File: src/rtl/xbox_mac_pkg.sv
// Shared constants and helpers for the xbox MAC datapath.
// Width derivations and the accumulator saturation function.
package xbox_mac_pkg;

  localparam int SAT_W = 64;

  function automatic int prod_w(input int w);
    return 2 * w + 2;
  endfunction

  function automatic int tree_w(input int w, input int n);
    return 2 * w + 2 + $clog2(n);
  endfunction

  // v carries an (acc_w+1)-bit sum sign-extended to SAT_W bits
  function automatic logic signed [SAT_W-1:0] sat_acc(
    input logic signed [SAT_W-1:0] v,
    input int unsigned             acc_w
  );
    logic signed [SAT_W-1:0] hi;
    logic signed [SAT_W-1:0] lo;
    hi = (64'sd1 <<< (acc_w - 1)) - 64'sd1;
    lo = -hi - 64'sd1;
    if (v > hi) begin
      return hi;
    end else if (v < lo) begin
      return lo;
    end
    return v;
  endfunction

endpackage

File: src/rtl/mac_dot_accum_tree.sv
// Registered, stallable binary adder tree with valid/last sideband.
// Each level widens by one bit so no sum is ever truncated.
module mac_adder_tree_pipe #(
  parameter int IN_W = 18,
  parameter int N    = 8
) (
  input  logic                           clk,
  input  logic                           rst,
  input  logic                           en_i,
  input  logic                           valid_i,
  input  logic                           last_i,
  input  logic [N*IN_W-1:0]              data_i,
  output logic                           valid_o,
  output logic                           last_o,
  output logic [IN_W+$clog2(N)-1:0]      sum_o
);

  localparam int LVL = $clog2(N);

  for (genvar l = 0; l <= LVL; l++) begin : g_lvl
    localparam int W   = IN_W + l;
    localparam int CNT = N >> l;

    logic signed [W-1:0] s [CNT];
    logic                vld;
    logic                lst;

    if (l == 0) begin : g_in
      for (genvar j = 0; j < CNT; j++) begin : g_lane
        assign s[j] = data_i[j*IN_W +: IN_W];
      end
      assign vld = valid_i;
      assign lst = last_i;
    end else begin : g_add
      always_ff @(posedge clk or negedge rst) begin
        if (!rst) begin
          vld <= 1'b0;
          lst <= 1'b0;
          for (int j = 0; j < CNT; j++) begin
            s[j] <= '0;
          end
        end else if (en_i) begin
          vld <= g_lvl[l-1].vld;
          lst <= g_lvl[l-1].lst;
          for (int j = 0; j < CNT; j++) begin
            s[j] <= W'(g_lvl[l-1].s[2*j])
                  + W'(g_lvl[l-1].s[2*j+1]);
          end
        end
      end
    end
  end

  assign valid_o = g_lvl[LVL].vld;
  assign last_o  = g_lvl[LVL].lst;
  assign sum_o   = g_lvl[LVL].s[0];

endmodule

File: src/rtl/mac_dot_accum.sv
// N-lane dot-product engine with saturating multi-beat accumulator.
// Single global enable stalls every pipe register under backpressure.
module mac_dot_accum
  import xbox_mac_pkg::*;
#(
  parameter int WIDTH = 8,
  parameter int N     = 8,
  parameter int ACC_W = 32,
  parameter int CNT_W = 16
) (
  input  logic               clk,
  input  logic               rst,
  input  logic               in_valid,
  output logic               in_ready,
  input  logic [N*WIDTH-1:0] vec_a,
  input  logic [N*WIDTH-1:0] vec_b,
  input  logic               signed_mode,
  input  logic               in_last,
  output logic               out_valid,
  input  logic               out_ready,
  output logic [ACC_W-1:0]   out_result,
  output logic               out_sat,
  output logic [CNT_W-1:0]   out_beats
);

  localparam int PW = prod_w(WIDTH);
  localparam int TW = tree_w(WIDTH, N);

  if (ACC_W < TW) begin : g_bad_acc
    $error("mac_dot_accum: ACC_W too narrow for tree sum");
  end
  if (ACC_W > SAT_W - 1) begin : g_wide_acc
    $error("mac_dot_accum: ACC_W exceeds saturation helper width");
  end
  if ((N < 2) || ((N & (N - 1)) != 0)) begin : g_bad_n
    $error("mac_dot_accum: N must be a power of 2 and >= 2");
  end

  logic en;
  assign en       = !out_valid || out_ready;
  assign in_ready = en;

  logic [N*PW-1:0]      prod_d;
  logic [N*PW-1:0]      prod_q;
  logic                 m_valid_q;
  logic                 m_last_q;
  logic signed [WIDTH:0] a_x;
  logic signed [WIDTH:0] b_x;
  logic signed [PW-1:0]  a_w;
  logic signed [PW-1:0]  b_w;
  logic signed [PW-1:0]  p;

  always_comb begin
    prod_d = '0;
    a_x    = '0;
    b_x    = '0;
    a_w    = '0;
    b_w    = '0;
    p      = '0;
    for (int i = 0; i < N; i++) begin
      a_x = $signed({signed_mode & vec_a[i*WIDTH+WIDTH-1],
                     vec_a[i*WIDTH +: WIDTH]});
      b_x = $signed({signed_mode & vec_b[i*WIDTH+WIDTH-1],
                     vec_b[i*WIDTH +: WIDTH]});
      a_w = PW'(a_x);
      b_w = PW'(b_x);
      p   = a_w * b_w;
      prod_d[i*PW +: PW] = p;
    end
  end

  always_ff @(posedge clk or negedge rst) begin
    if (!rst) begin
      m_valid_q <= 1'b0;
      m_last_q  <= 1'b0;
      prod_q    <= '0;
    end else if (en) begin
      m_valid_q <= in_valid;
      m_last_q  <= in_last;
      prod_q    <= prod_d;
    end
  end

  logic          t_valid;
  logic          t_last;
  logic [TW-1:0] t_sum;

  mac_adder_tree_pipe #(
    .IN_W (PW),
    .N    (N)
  ) u_tree (
    .clk     (clk),
    .rst     (rst),
    .en_i    (en),
    .valid_i (m_valid_q),
    .last_i  (m_last_q),
    .data_i  (prod_q),
    .valid_o (t_valid),
    .last_o  (t_last),
    .sum_o   (t_sum)
  );

  logic signed [ACC_W-1:0] acc_q;
  logic signed [ACC_W-1:0] acc_d;
  logic signed [ACC_W-1:0] base;
  logic signed [TW-1:0]    t_sum_s;
  logic signed [ACC_W:0]   sum_w;
  logic signed [SAT_W-1:0] sum64;
  logic signed [SAT_W-1:0] sat64;
  logic                    clamped;
  logic                    first_q;
  logic                    sticky_q;
  logic                    sticky_d;
  logic [CNT_W-1:0]        cnt_q;
  logic [CNT_W-1:0]        cnt_d;
  logic                    out_valid_q;
  logic [ACC_W-1:0]        out_result_q;
  logic                    out_sat_q;
  logic [CNT_W-1:0]        out_beats_q;

  always_comb begin
    base     = first_q ? '0 : acc_q;
    t_sum_s  = $signed(t_sum);
    sum_w    = (ACC_W+1)'(base) + (ACC_W+1)'(t_sum_s);
    sum64    = SAT_W'(sum_w);
    sat64    = sat_acc(sum64, ACC_W);
    clamped  = (sat64 != sum64);
    acc_d    = sat64[ACC_W-1:0];
    sticky_d = sticky_q | clamped;
    cnt_d    = (&cnt_q) ? cnt_q : cnt_q + CNT_W'(1);
  end

  always_ff @(posedge clk or negedge rst) begin
    if (!rst) begin
      acc_q        <= '0;
      first_q      <= 1'b1;
      sticky_q     <= 1'b0;
      cnt_q        <= '0;
      out_valid_q  <= 1'b0;
      out_result_q <= '0;
      out_sat_q    <= 1'b0;
      out_beats_q  <= '0;
    end else if (en) begin
      // A landing last beat refills the output even as it drains
      out_valid_q <= t_valid && t_last;
      if (t_valid && t_last) begin
        out_result_q <= acc_d;
        out_sat_q    <= sticky_d;
        out_beats_q  <= cnt_d;
        acc_q        <= '0;
        sticky_q     <= 1'b0;
        cnt_q        <= '0;
        first_q      <= 1'b1;
      end else if (t_valid) begin
        acc_q    <= acc_d;
        sticky_q <= sticky_d;
        cnt_q    <= cnt_d;
        first_q  <= 1'b0;
      end
    end
  end

  assign out_valid  = out_valid_q;
  assign out_result = out_result_q;
  assign out_sat    = out_sat_q;
  assign out_beats  = out_beats_q;

endmodule

File: config.mk
export PLATFORM = sky130hd
export DESIGN_NAME = mac_dot_accum
export DESIGN_NICKNAME = d
export VERILOG_FILES = /design/src/rtl/xbox_mac_pkg.sv /design/src/rtl/mac_dot_accum_tree.sv /design/src/rtl/mac_dot_accum.sv
export SDC_FILE = /design/constraint.sdc
export NUM_CORES = 2
export LEC_CHECK = 0
export BUFFER_PORTS_ARGS = -buffer_cell sky130_fd_sc_hd__buf_2
export CAP_MARGIN = 5
export CORE_MARGIN = 5
export CORE_UTILIZATION = 45
export CTS_BUF_LIST = sky130_fd_sc_hd__clkbuf_4 sky130_fd_sc_hd__clkbuf_8
export DETAILED_ROUTE_END_ITERATION = 6
export GPL_TIMING_DRIVEN = 1
export HOLD_SLACK_MARGIN = 0.03
export PLACE_DENSITY_LB_ADDON = 0.3
export SLEW_MARGIN = 30
export SYNTH_ARGS = -nofsm -noshare
export SYNTH_HDL_FRONTEND = slang
export SYNTH_SLANG_ARGS = --single-unit
File: constraint.sdc
create_clock -name clk -period 9.2 [get_ports clk]
set_clock_uncertainty 0.1 [all_clocks]
set_input_delay 1.84 -clock clk [delete_from_list [all_inputs] [get_ports clk]]
set_output_delay 1.84 -clock clk [all_outputs]
set_load 0.01 [all_outputs]
==> results_dict.tcl <==
set metrics [dict create \
    status "finished clean" \
    area_growth_pct 7.81 \
    worst_pin_slew_ns 0.969 \
    cts_hold_buf 0 \
    crit_arrival_ns 7.29 \
    crit_path_max_fanout 17 \
    drc_errors 0 \
    required_ns 9.58 \
    powerDensity_nw_per_um2 348 \
    grt_pass1_wl_um 175000 \
    synth_seq_cells 389 \
    grt_pass1_vias 35283 \
    fin_total_pwr_mw 17.2 \
    p_seq_frac 0.195 \
    num_io_pins 185 \
    drive_gt1_frac 0.0753 \
    critPathKind "input port to flop" \
    core_sq_um 101000 \
    antenna_found_initial 4 \
    power_frac_comb 0.703 \
    clkSlewWorstSetupHoldPaths_ns 0.06 \
    numClockSinks 389 \
    clk_latency_ns 0.65 \
    cts_tree "built" \
    yosysSeqAreaShare 0.212 \
    synthesis.area_sq_um 45900 \
    h-tree-depth 3 \
    slew_viol_final 0 \
    vdd_drop_max_mv 0.140 \
    cp-start-kind "input port" \
    grtUsageTotal 0.195 \
    place_hpwl_um 83300 \
    die_y_um 329 \
    grt_max_degree 152 \
    swShare 0.479 \
    fin_crit_ns 6.91 \
    initial_core_util 0.452 \
    drtIter0Drc 1651 \
    syn_inst 5108 \
    max_freq_ghz 0.145 \
    maxSlewHeadroom 0.354 \
    holdCritPathClass "flop to flop" \
    io_buffers 184 \
    rsz0062_at_grt "no" \
    async_flop_share 1.00 \
    switchingPower_mw 8.25 \
    yosys_most_used_dff "dfrtp_1" \
    worstSetupEndpointType "flop" \
    overflow 0 \
    ctsResizeCount 0 \
    avgSynthCellArea_sq_um 8.98 \
    die_w_um 329 \
    avgRoutedWirePerCell_um 15.7 \
    cts_root_buf "clkbuf_8" \
    yosys.cell_types.count 78 \
    fillers 9777 \
    power_leakage_nw 24.2 \
    cap_violations 0 \
    synth-edff-count 0 \
    cts_setup_buffers 0 \
    yosys_warnings 0 \
    num_vias 33945 \
    routabilityCongestion 0.872 \
    p_int_mw 8.98 \
    layout_commonest_cell "nand2_1" \
    timing.final.crit_share 0.751 \
    wirelength_um 104000 \
    ctsLongestPathBuffers 3 \
    final_nets 6352 \
    ant_nets 0 \
    dieArea_sq_um 108000 \
    final_cell_mix "nand2_1 (715), inv_1 (668), fa_1 (569)" \
    fin_tns_setup_ns 0 \
    power_frac_clock 0.103 \
    synthesis.nets 6277 \
    hold_viol_final 0 \
    setup_viol 0 \
    fin_hold_ws_ns 0.336 \
    vias_per_cell 5.14 \
    dr.pass1.iters 7 \
    cts_buffers 70 \
    rows 117 \
]
## power by group through the flow
stage / Combinational [mW] / Sequential, mW / Clock [mW]
floorplan: 9.62 / 3.04 / 0
global placement: 11.9 / 3.38 / 0
detailed placement: 12.1 / 3.39 / 0
CTS: 12.2 / 3.37 / 1.82
global route: 13.9 / 3.44 / 1.89
finish: 12.1 / 3.35 / 1.77
## logic make-up (layout without fill, tap and decap cells)
family,count (synthesis),count (layout),synth area share
AO/OA/AOI/OAI,845,845,0.113
adder cells (fa/ha/maj),1035,1035,0.375
AND/OR/NAND/NOR,1689,1689,0.172
XOR/XNOR,273,273,0.0521
buffers and inverters,869,996,0.0726
multiplexers,8,8,0.00237
other,0,1,0
flip-flops,389,389,0.212
## worst max-delay path, cell delays in order
cell      delay, ns
buf_2          0.47
buf_4          0.32
and2_1         0.39
nand2b_1       0.12
fa_1           0.46
fa_1           0.50
inv_1          0.05
fa_1           0.49
fa_1           0.44
fa_1           0.47
ha_1           0.30
a21oi_1        0.20
o21bai_1       0.09
a21oi_1        0.23
o21ba_2        0.17
o21ai_0        0.13
o41ai_1        0.37
xnor2_1        0.16
o21ai_0        0.08
## flip-flops by register name, indices dropped and copies added (netlist names)
name              count
acc_q                32
cnt_q                16
first_q               1
m_last_q              1
m_valid_q             1
out_beats            16
out_result           32
out_sat               1
out_valid             1
prod_q              144
sticky_q              1
u_tree.g_lvl.lst      2
u_tree.g_lvl.s      116
u_tree.g_lvl.vld      2
u_tree.last_o         1
u_tree.sum_o         21
u_tree.valid_o        1
## per-layer routing
| metal | global-route usage | share of wire |
|---|---|---|
| met1 | 0.253 | 0.44 |
| met2 | 0.349 | 0.50 |
| met3 | 0.0226 | 0.033 |
| met4 | 0.0491 | 0.026 |
| met5 | 0 | 0.00020 |
## worst paths after layout
path,start,end,slack (ns),cells after the start
max,signed_mode,prod_q[125],2.29,19
min,u_tree.g_lvl[1].vld,u_tree.g_lvl[2].vld,0.34,2
max reg2reg,first_q,acc_q[20],4.61,13
min reg2reg,u_tree.g_lvl[1].vld,u_tree.g_lvl[2].vld,0.34,2
max in group asynchronous,rst,prod_q[35],6.22,4
min in group asynchronous,rst,acc_q[27],1.08,1
## metrics by stage
| step | worst slack (ns) | area (sq um) | util | cells |
|---|---|---|---|---|
| 2_1_floorplan | 2.25 | 45900 | - | 5108 |
| 3_3_place_gp | 1.70 | 47800 | 0.472 | 6476 |
| 3_5_place_dp | 1.61 | 47900 | 0.472 | 6477 |
| 4_1_cts | 2.30 | 49400 | 0.487 | 6601 |
| 5_1_grt | 2.02 | 49500 | 0.487 | 6604 |
| 6_report | 2.29 | 49500 | 0.487 | 6604 |
## Yosys cell counts (59+ instances only)
cell type,n,area share
and3_1,59,0.0080
clkbuf_1,175,0.014
nand3_1,89,0.0097
inv_1,668,0.055
nand2_1,715,0.059
o21ai_0,211,0.023
nand2b_1,68,0.0093
and2_1,257,0.035
ha_1,466,0.13
xnor2_1,177,0.034
a21oi_1,287,0.031
a21o_1,65,0.011
xor2_1,96,0.018
nor2_1,310,0.025
dfrtp_1,388,0.21
fa_1,569,0.25
## layout make-up
| cell class | instances | area, sq um | share of cell area |
|---|---|---|---|
| antenna | 1 | 2.50 | 0.0000506 |
| multi-input combinational | 3850 | 32800 | 0.664 |
| clock inverter | 16 | 169 | 0.00342 |
| clock buffer | 108 | 1360 | 0.0274 |
| sequential | 389 | 9740 | 0.197 |
| tap | 1368 | 1710 | 0.0346 |
| timing repair buffer | 203 | 1140 | 0.0231 |
| inverter | 669 | 2520 | 0.0509 |
Note: power is estimated with default switching activity, not from simulation.
